**config.mk**
```make
export PLATFORM = sky130hd
export DESIGN_NAME = lock_arbiter
export DESIGN_NICKNAME = d
export VERILOG_FILES = /design/src/rtl/lock_arbiter.sv
export SDC_FILE = /design/constraint.sdc
export NUM_CORES = 1
export LEC_CHECK = 0
export ABC_AREA = 0
export CELL_PAD_IN_SITES_DETAIL_PLACEMENT = 1
export CELL_PAD_IN_SITES_GLOBAL_PLACEMENT = 2
export CORE_MARGIN = 3
export CORE_UTILIZATION = 36
export CTS_BUF_LIST = sky130_fd_sc_hd__clkbuf_8
export DETAILED_ROUTE_END_ITERATION = 6
export DONT_BUFFER_PORTS = 1
export PLACE_DENSITY = 0.76
export REMOVE_ABC_BUFFERS = 1
export SLEW_MARGIN = 20
export SYNTH_ARGS = -nofsm -noshare
export SYNTH_HDL_FRONTEND = slang
export SYNTH_SLANG_ARGS = --single-unit
export TNS_END_PERCENT = 30
```
**constraint.sdc**
```tcl
create_clock -name clk -period 1.9 [get_ports clk]
set_clock_uncertainty 0.2 [all_clocks]
set_input_delay 0.38 -clock clk [delete_from_list [all_inputs] [get_ports clk]]
set_output_delay 0.38 -clock clk [all_outputs]
set_load 0.02 [all_outputs]
```
**src/rtl/lock_arbiter.sv**
```systemverilog
// lock_arbiter -- hardware lock arbitration between the two cores.
//
// Each core presents one request at a time: op=1 acquires (afl), op=0
// releases (nml) the lock selected by cN_id. An acquire of a lock that is
// owned by the other core parks the requesting core in WAIT until the lock
// frees. If both cores acquire the same free lock in the same cycle, the
// round-robin pointer picks the winner and then points at the loser.
//
// Ports:
//   clk, rst_n                 clock (rising edge), async active-low reset
//   cN_req/cN_op/cN_id         core N request, held stable until cN_ack
//   cN_ack/cN_err              registered one-cycle completion / error pulse
//   lock_held[i]               lock i is currently owned
//   lock_owner[i]              owning core of lock i (0 when free)
//   lock_timeout[i]            (LOCK_TIMEOUT_EN only) lock i force-released
//
// Optional feature: define LOCK_TIMEOUT_EN to add a per-lock watchdog that
// force-releases a lock after TIMEOUT cycles of the other core waiting on it.
module lock_arbiter #(
  parameter int NUM_LOCKS = 4,
  parameter int LOCK_ID_W = 2,
  parameter int TIMEOUT   = 1024
) (
  input  logic                 clk,
  input  logic                 rst_n,
  input  logic                 c0_req,
  input  logic                 c0_op,
  input  logic [LOCK_ID_W-1:0] c0_id,
  output logic                 c0_ack,
  output logic                 c0_err,
  input  logic                 c1_req,
  input  logic                 c1_op,
  input  logic [LOCK_ID_W-1:0] c1_id,
  output logic                 c1_ack,
  output logic                 c1_err,
  output logic [NUM_LOCKS-1:0] lock_held,
  output logic [NUM_LOCKS-1:0] lock_owner
`ifdef LOCK_TIMEOUT_EN
  ,
  output logic [NUM_LOCKS-1:0] lock_timeout
`endif
);

  if ((1 << LOCK_ID_W) < NUM_LOCKS || TIMEOUT < 1) begin : g_bad_params
    $error("lock_arbiter: LOCK_ID_W too narrow for NUM_LOCKS, or TIMEOUT < 1");
  end

  typedef enum logic [1:0] {S_IDLE, S_WAIT, S_ACK} state_t;

  state_t               state_q [2];
  state_t               state_d [2];
  logic   [1:0]         ack_q, ack_d;
  logic   [1:0]         err_q, err_d;
  logic [NUM_LOCKS-1:0] held_q, held_d;
  logic [NUM_LOCKS-1:0] owner_q, owner_d;
  logic                 rr_q, rr_d;

  // Per-core views of the request ports so both cores share one code path.
  logic   [1:0]         req_a;
  logic   [1:0]         op_a;
  logic [LOCK_ID_W-1:0] id_a [2];
  logic   [1:0]         oor;
  logic   [1:0]         active;
  logic   [1:0]         acq;
  logic                 contend;

  assign req_a   = {c1_req, c0_req};
  assign op_a    = {c1_op,  c0_op};
  assign id_a[0] = c0_id;
  assign id_a[1] = c1_id;

  // Out-of-range ids only exist when the id space is larger than NUM_LOCKS.
  if ((1 << LOCK_ID_W) > NUM_LOCKS) begin : g_oor
    assign oor[0] = (32'(c0_id) >= NUM_LOCKS);
    assign oor[1] = (32'(c1_id) >= NUM_LOCKS);
  end else begin : g_no_oor
    assign oor = 2'b00;
  end

`ifdef LOCK_TIMEOUT_EN
  localparam int CNT_W = $clog2(TIMEOUT + 1);
  logic [CNT_W-1:0] cnt_q [NUM_LOCKS];
  logic [CNT_W-1:0] cnt_d [NUM_LOCKS];
  logic [NUM_LOCKS-1:0] to_q, to_d;
  logic             oth;
`endif

  always_comb begin
    held_d  = held_q;
    owner_d = owner_q;
    rr_d    = rr_q;
    ack_d   = 2'b00;
    err_d   = 2'b00;
    for (int c = 0; c < 2; c++) begin
      state_d[c] = state_q[c];
      // A core evaluates when it presents a fresh request or is waiting.
      active[c]  = (state_q[c] == S_IDLE && req_a[c]) || state_q[c] == S_WAIT;
      acq[c]     = active[c] && op_a[c] && !oor[c];
    end
    // Same free lock requested by both cores in one cycle: rr_q decides.
    contend = acq[0] && acq[1] && (id_a[0] == id_a[1]) && !held_q[id_a[0]];

    for (int c = 0; c < 2; c++) begin
      if (state_q[c] == S_ACK) begin
        state_d[c] = S_IDLE;
      end else if (active[c]) begin
        if (oor[c]) begin
          state_d[c] = S_ACK;
          ack_d[c]   = 1'b1;
          err_d[c]   = 1'b1;
        end else if (op_a[c]) begin
          if (held_q[id_a[c]]) begin
            if (owner_q[id_a[c]] == c[0]) begin
              // Re-acquire by the owner is refused.
              state_d[c] = S_ACK;
              ack_d[c]   = 1'b1;
              err_d[c]   = 1'b1;
            end else begin
              state_d[c] = S_WAIT;
            end
          end else if (!contend || rr_q == c[0]) begin
            held_d[id_a[c]]  = 1'b1;
            owner_d[id_a[c]] = c[0];
            state_d[c]       = S_ACK;
            ack_d[c]         = 1'b1;
          end else begin
            state_d[c] = S_WAIT;
          end
        end else begin
          state_d[c] = S_ACK;
          ack_d[c]   = 1'b1;
          if (held_q[id_a[c]] && owner_q[id_a[c]] == c[0]) begin
            held_d[id_a[c]]  = 1'b0;
            owner_d[id_a[c]] = 1'b0;
          end else begin
            err_d[c] = 1'b1;
          end
        end
      end
    end
    if (contend) begin
      rr_d = ~rr_q;
    end

`ifdef LOCK_TIMEOUT_EN
    oth = 1'b0;
    for (int i = 0; i < NUM_LOCKS; i++) begin
      to_d[i]  = 1'b0;
      cnt_d[i] = '0;
      oth      = ~owner_q[i];
      // Count only while the lock stays held across this edge (an owner
      // release on the same edge takes precedence over the watchdog).
      if (held_q[i] && held_d[i] && state_q[oth] == S_WAIT &&
          32'(id_a[oth]) == i) begin
        if (cnt_q[i] == CNT_W'(TIMEOUT - 1)) begin
          held_d[i]  = 1'b0;
          owner_d[i] = 1'b0;
          to_d[i]    = 1'b1;
        end else begin
          cnt_d[i] = cnt_q[i] + 1'b1;
        end
      end
    end
`endif
  end

  always_ff @(posedge clk or negedge rst_n) begin
    if (!rst_n) begin
      for (int c = 0; c < 2; c++) begin
        state_q[c] <= S_IDLE;
      end
      ack_q   <= 2'b00;
      err_q   <= 2'b00;
      held_q  <= '0;
      owner_q <= '0;
      rr_q    <= 1'b0;
    end else begin
      for (int c = 0; c < 2; c++) begin
        state_q[c] <= state_d[c];
      end
      ack_q   <= ack_d;
      err_q   <= err_d;
      held_q  <= held_d;
      owner_q <= owner_d;
      rr_q    <= rr_d;
    end
  end

`ifdef LOCK_TIMEOUT_EN
  always_ff @(posedge clk or negedge rst_n) begin
    if (!rst_n) begin
      for (int i = 0; i < NUM_LOCKS; i++) begin
        cnt_q[i] <= '0;
      end
      to_q <= '0;
    end else begin
      for (int i = 0; i < NUM_LOCKS; i++) begin
        cnt_q[i] <= cnt_d[i];
      end
      to_q <= to_d;
    end
  end

  assign lock_timeout = to_q;
`endif

  assign c0_ack     = ack_q[0];
  assign c0_err     = err_q[0];
  assign c1_ack     = ack_q[1];
  assign c1_err     = err_q[1];
  assign lock_held  = held_q;
  assign lock_owner = owner_q;

endmodule

```
==> impl_metrics.json <==
{
  "status": "finished, violations left",
  "violations": "negative setup slack",
  "yosys.area.top_type_share": 0.406,
  "hold_viol": 0,
  "synth_edf_count": 0,
  "drc": 0,
  "fin_crit_sh": 1.03,
  "yosysWarnings": 0,
  "max-vdd-ir-drop_mv": 0.728,
  "fin_setup_tns_ns": -0.218,
  "drtAntennaViolNets": 0,
  "diodes": 0,
  "drt_iter0_drc": 17,
  "reg2reg_from": "lock_held[2]",
  "hold_end": "state_q[1]",
  "setup_viol": 8,
  "ys_types": 38,
  "antenna_found_initial": 0,
  "hold_path_class": "in -> reg",
  "overflow": 0,
  "total_power_mw": 2.06,
  "via_count": 948,
  "r2r_end": "lock_held[3]",
  "h-tree-depth": 1,
  "end_kind": "flip-flop",
  "layout_setup_ws_ns": -0.0520,
  "ys_ff_latch": 17,
  "nNetsFinal": 139,
  "dr.pass1.iters": 4,
  "initial_utilization": 0.401,
  "drv_slew": 0,
  "cts.sinks": 17,
  "p_leak_nw": 0.586,
  "yosysTopAreaCell": "dfrtp_1",
  "maxCapViolCount": 0,
  "grt_pass1_wl_mm": 4.73,
  "netlist_area_um2": 1050,
  "clk_pin_slew_ns": 0.07,
  "n_fill_cell": 296,
  "dp_hpwl_mm": 2.26,
  "powerDensity_nw_per_um2": 1530,
  "reg2reg_depth": 3,
  "die_w_um": 60.0,
  "cts_buffers": 3,
  "rsz0062_at_grt": "yes",
  "crit_arrival_ns": 1.93,
  "relSlewSlack": 0.457,
  "core-area_um2": 2610,
  "synth_ff_type": "dfrtp_1",
  "grt.total_usage": 0.183,
  "fin_crit_ns": 1.95,
  "tritoncts": "done",
  "drive_above_1_share": 0.383,
  "gp_congestion": 0.785,
  "grt_max_degree": 18,
  "preCtsSetupSlack_ns": -0.0731,
  "worst-r2r-setup-slack_ns": -0.05,
  "design.portCount": 22,
  "clockBufferDepth": 2,
  "dieArea_um2": 3600,
  "hold_slack_ns": 0.0283,
  "path_class": "reg -> reg",
  "crit_fanout": 5,
  "cp.required_ns": 1.87,
  "cts-root-buf": "clkbuf_8",
  "io_buffer_count": 0,
  "grt_pass1_vias": 962,
  "die_h_um": 60.0,
  "clk_latency_ns": 0.25,
  "cp-start-kind": "flip-flop",
  "vias_per_cell": 6.00,
  "clock.fmax_mhz": 512,
  "yosysSeqAreaShare": 0.406,
  "routed_wl_mm": 3.05,
  "rows": 18,
  "post-route-util": 0.517,
  "synthArstFlopShare": 1.00,
  "postSynthAreaPerCell_um2": 9.89,
  "hold_depth": 1,
  "netlist_instances": 106,
  "yosys-top-cells-area": "dfrtp_1, mux4_2, o41ai_1",
  "hold_path.startpoint": "c1_op",
  "area_delta_synth_final_pct": 28.8,
  "wire_per_inst_um": 19.3,
  "worstMarginPinSlew_ns": 0.811
}
==> repair_timing <==
item	CTS	global route
buffers inserted	1	0
gates cloned	0	0
endpoints found under the hold margin	18	0
resized for setup	7	9
pin swaps	0	1
endpoints found under the setup margin	8	13
hold buffers	2	0
==> critical path, stage by stage (launching register included) <==
cell and delay (ns):
dfrtp_1 0.42, mux4_2 0.55, or4_4 0.56, a31oi_1 0.15
==> placed cells by master, fill, tap and decap left out, types with 2 or more instances in the layout <==
cell / Yosys / layout
nor2_1: 11 / 10
o21ai_0: 3 / 2
nand2b_1: 2 / 2
or4_4: 0 / 4
mux4_2: 2 / 2
xor2_1: 3 / 3
dlygate4sd3_1: 0 / 2
nand2_1: 5 / 4
clkbuf_8: 0 / 3
a32o_1: 2 / 2
buf_4: 2 / 21
a21oi_1: 7 / 4
or2_2: 5 / 5
dfrtp_1: 17 / 17
inv_1: 7 / 8
o41ai_1: 5 / 5
xnor2_1: 2 / 2
o31ai_1: 2 / 2
a31oi_2: 0 / 2
a31oi_1: 4 / 2
a21oi_2: 0 / 3
==> per-layer routing <==
metal / GRT usage / share of wire
met2: 0.306 / 0.50
met1: 0.225 / 0.44
met5: 0 / 0
met4: 0.0665 / 0.010
met3: 0.0475 / 0.045
==> cells by family after synthesis <==
family / Yosys count / synth area share
mux: 3 / 0.0680
xor+xnor: 5 / 0.0418
buf+inv: 13 / 0.0632
simple gates: 37 / 0.203
flops: 17 / 0.406
compound gates: 31 / 0.218
==> cell usage after synthesis (2+ instances only) <==
| cell type | count |
|---|---|
| a31oi_1 | 4 |
| dfrtp_1 | 17 |
| nand2b_1 | 2 |
| nor2_1 | 11 |
| or4_1 | 5 |
| o31ai_1 | 2 |
| xnor2_1 | 2 |
| buf_4 | 2 |
| inv_1 | 7 |
| a21oi_1 | 7 |
| o41ai_1 | 5 |
| o21ai_0 | 3 |
| mux4_2 | 2 |
| nand2_1 | 5 |
| xor2_1 | 3 |
| a32o_1 | 2 |
| or3_1 | 2 |
| or2_2 | 5 |
==> worst max-delay path by stage <==
stage                     slack [ns]  cells past startpoint            to    startpoint
final                          -0.05                      3  lock_held[3]  lock_held[2]
after global routing           -0.09                      5  lock_held[0]    state_q[0]
after CTS                      -0.04                      3  lock_held[3]  lock_held[2]
after detailed placement       -0.07                      3  lock_held[3]  lock_held[2]
after global placement         -0.04                      3  lock_held[3]  lock_held[2]
after floorplan                -0.05                      3  lock_held[0]  lock_held[3]
==> state kept, by name, summed over array words and instances (netlist names) <==
register	cells
ack_q	2
state_q	4
lock_owner	4
lock_held	4
rr_q	1
err_q	2
==> cell type report <==
class                           count  area (um^2)  share of cell area
Sequential cell                    17          425               0.315
Clock buffer                        3         41.3              0.0306
Clock inverter                      1         3.75             0.00278
Inverter                            7         26.3              0.0195
Multi-Input combinational cell     76          618               0.458
Tap cell                           30         37.5              0.0278
Timing Repair Buffer               24          198               0.146
==> through the flow <==
step | cell area (um^2) | std cells
after floorplan | 1010 | 100
after global placement | 1220 | 151
after detailed placement | 1220 | 151
after CTS | 1320 | 158
after global routing | 1350 | 158
final | 1350 | 158
==> power by group <==
part	switching, mW	internal (mW)	total [mW]
logic	0.530	0.547	1.08
clock network	0.123	0.143	0.266
registers	0.191	0.529	0.721
Power figures use the tool's default switching activity.
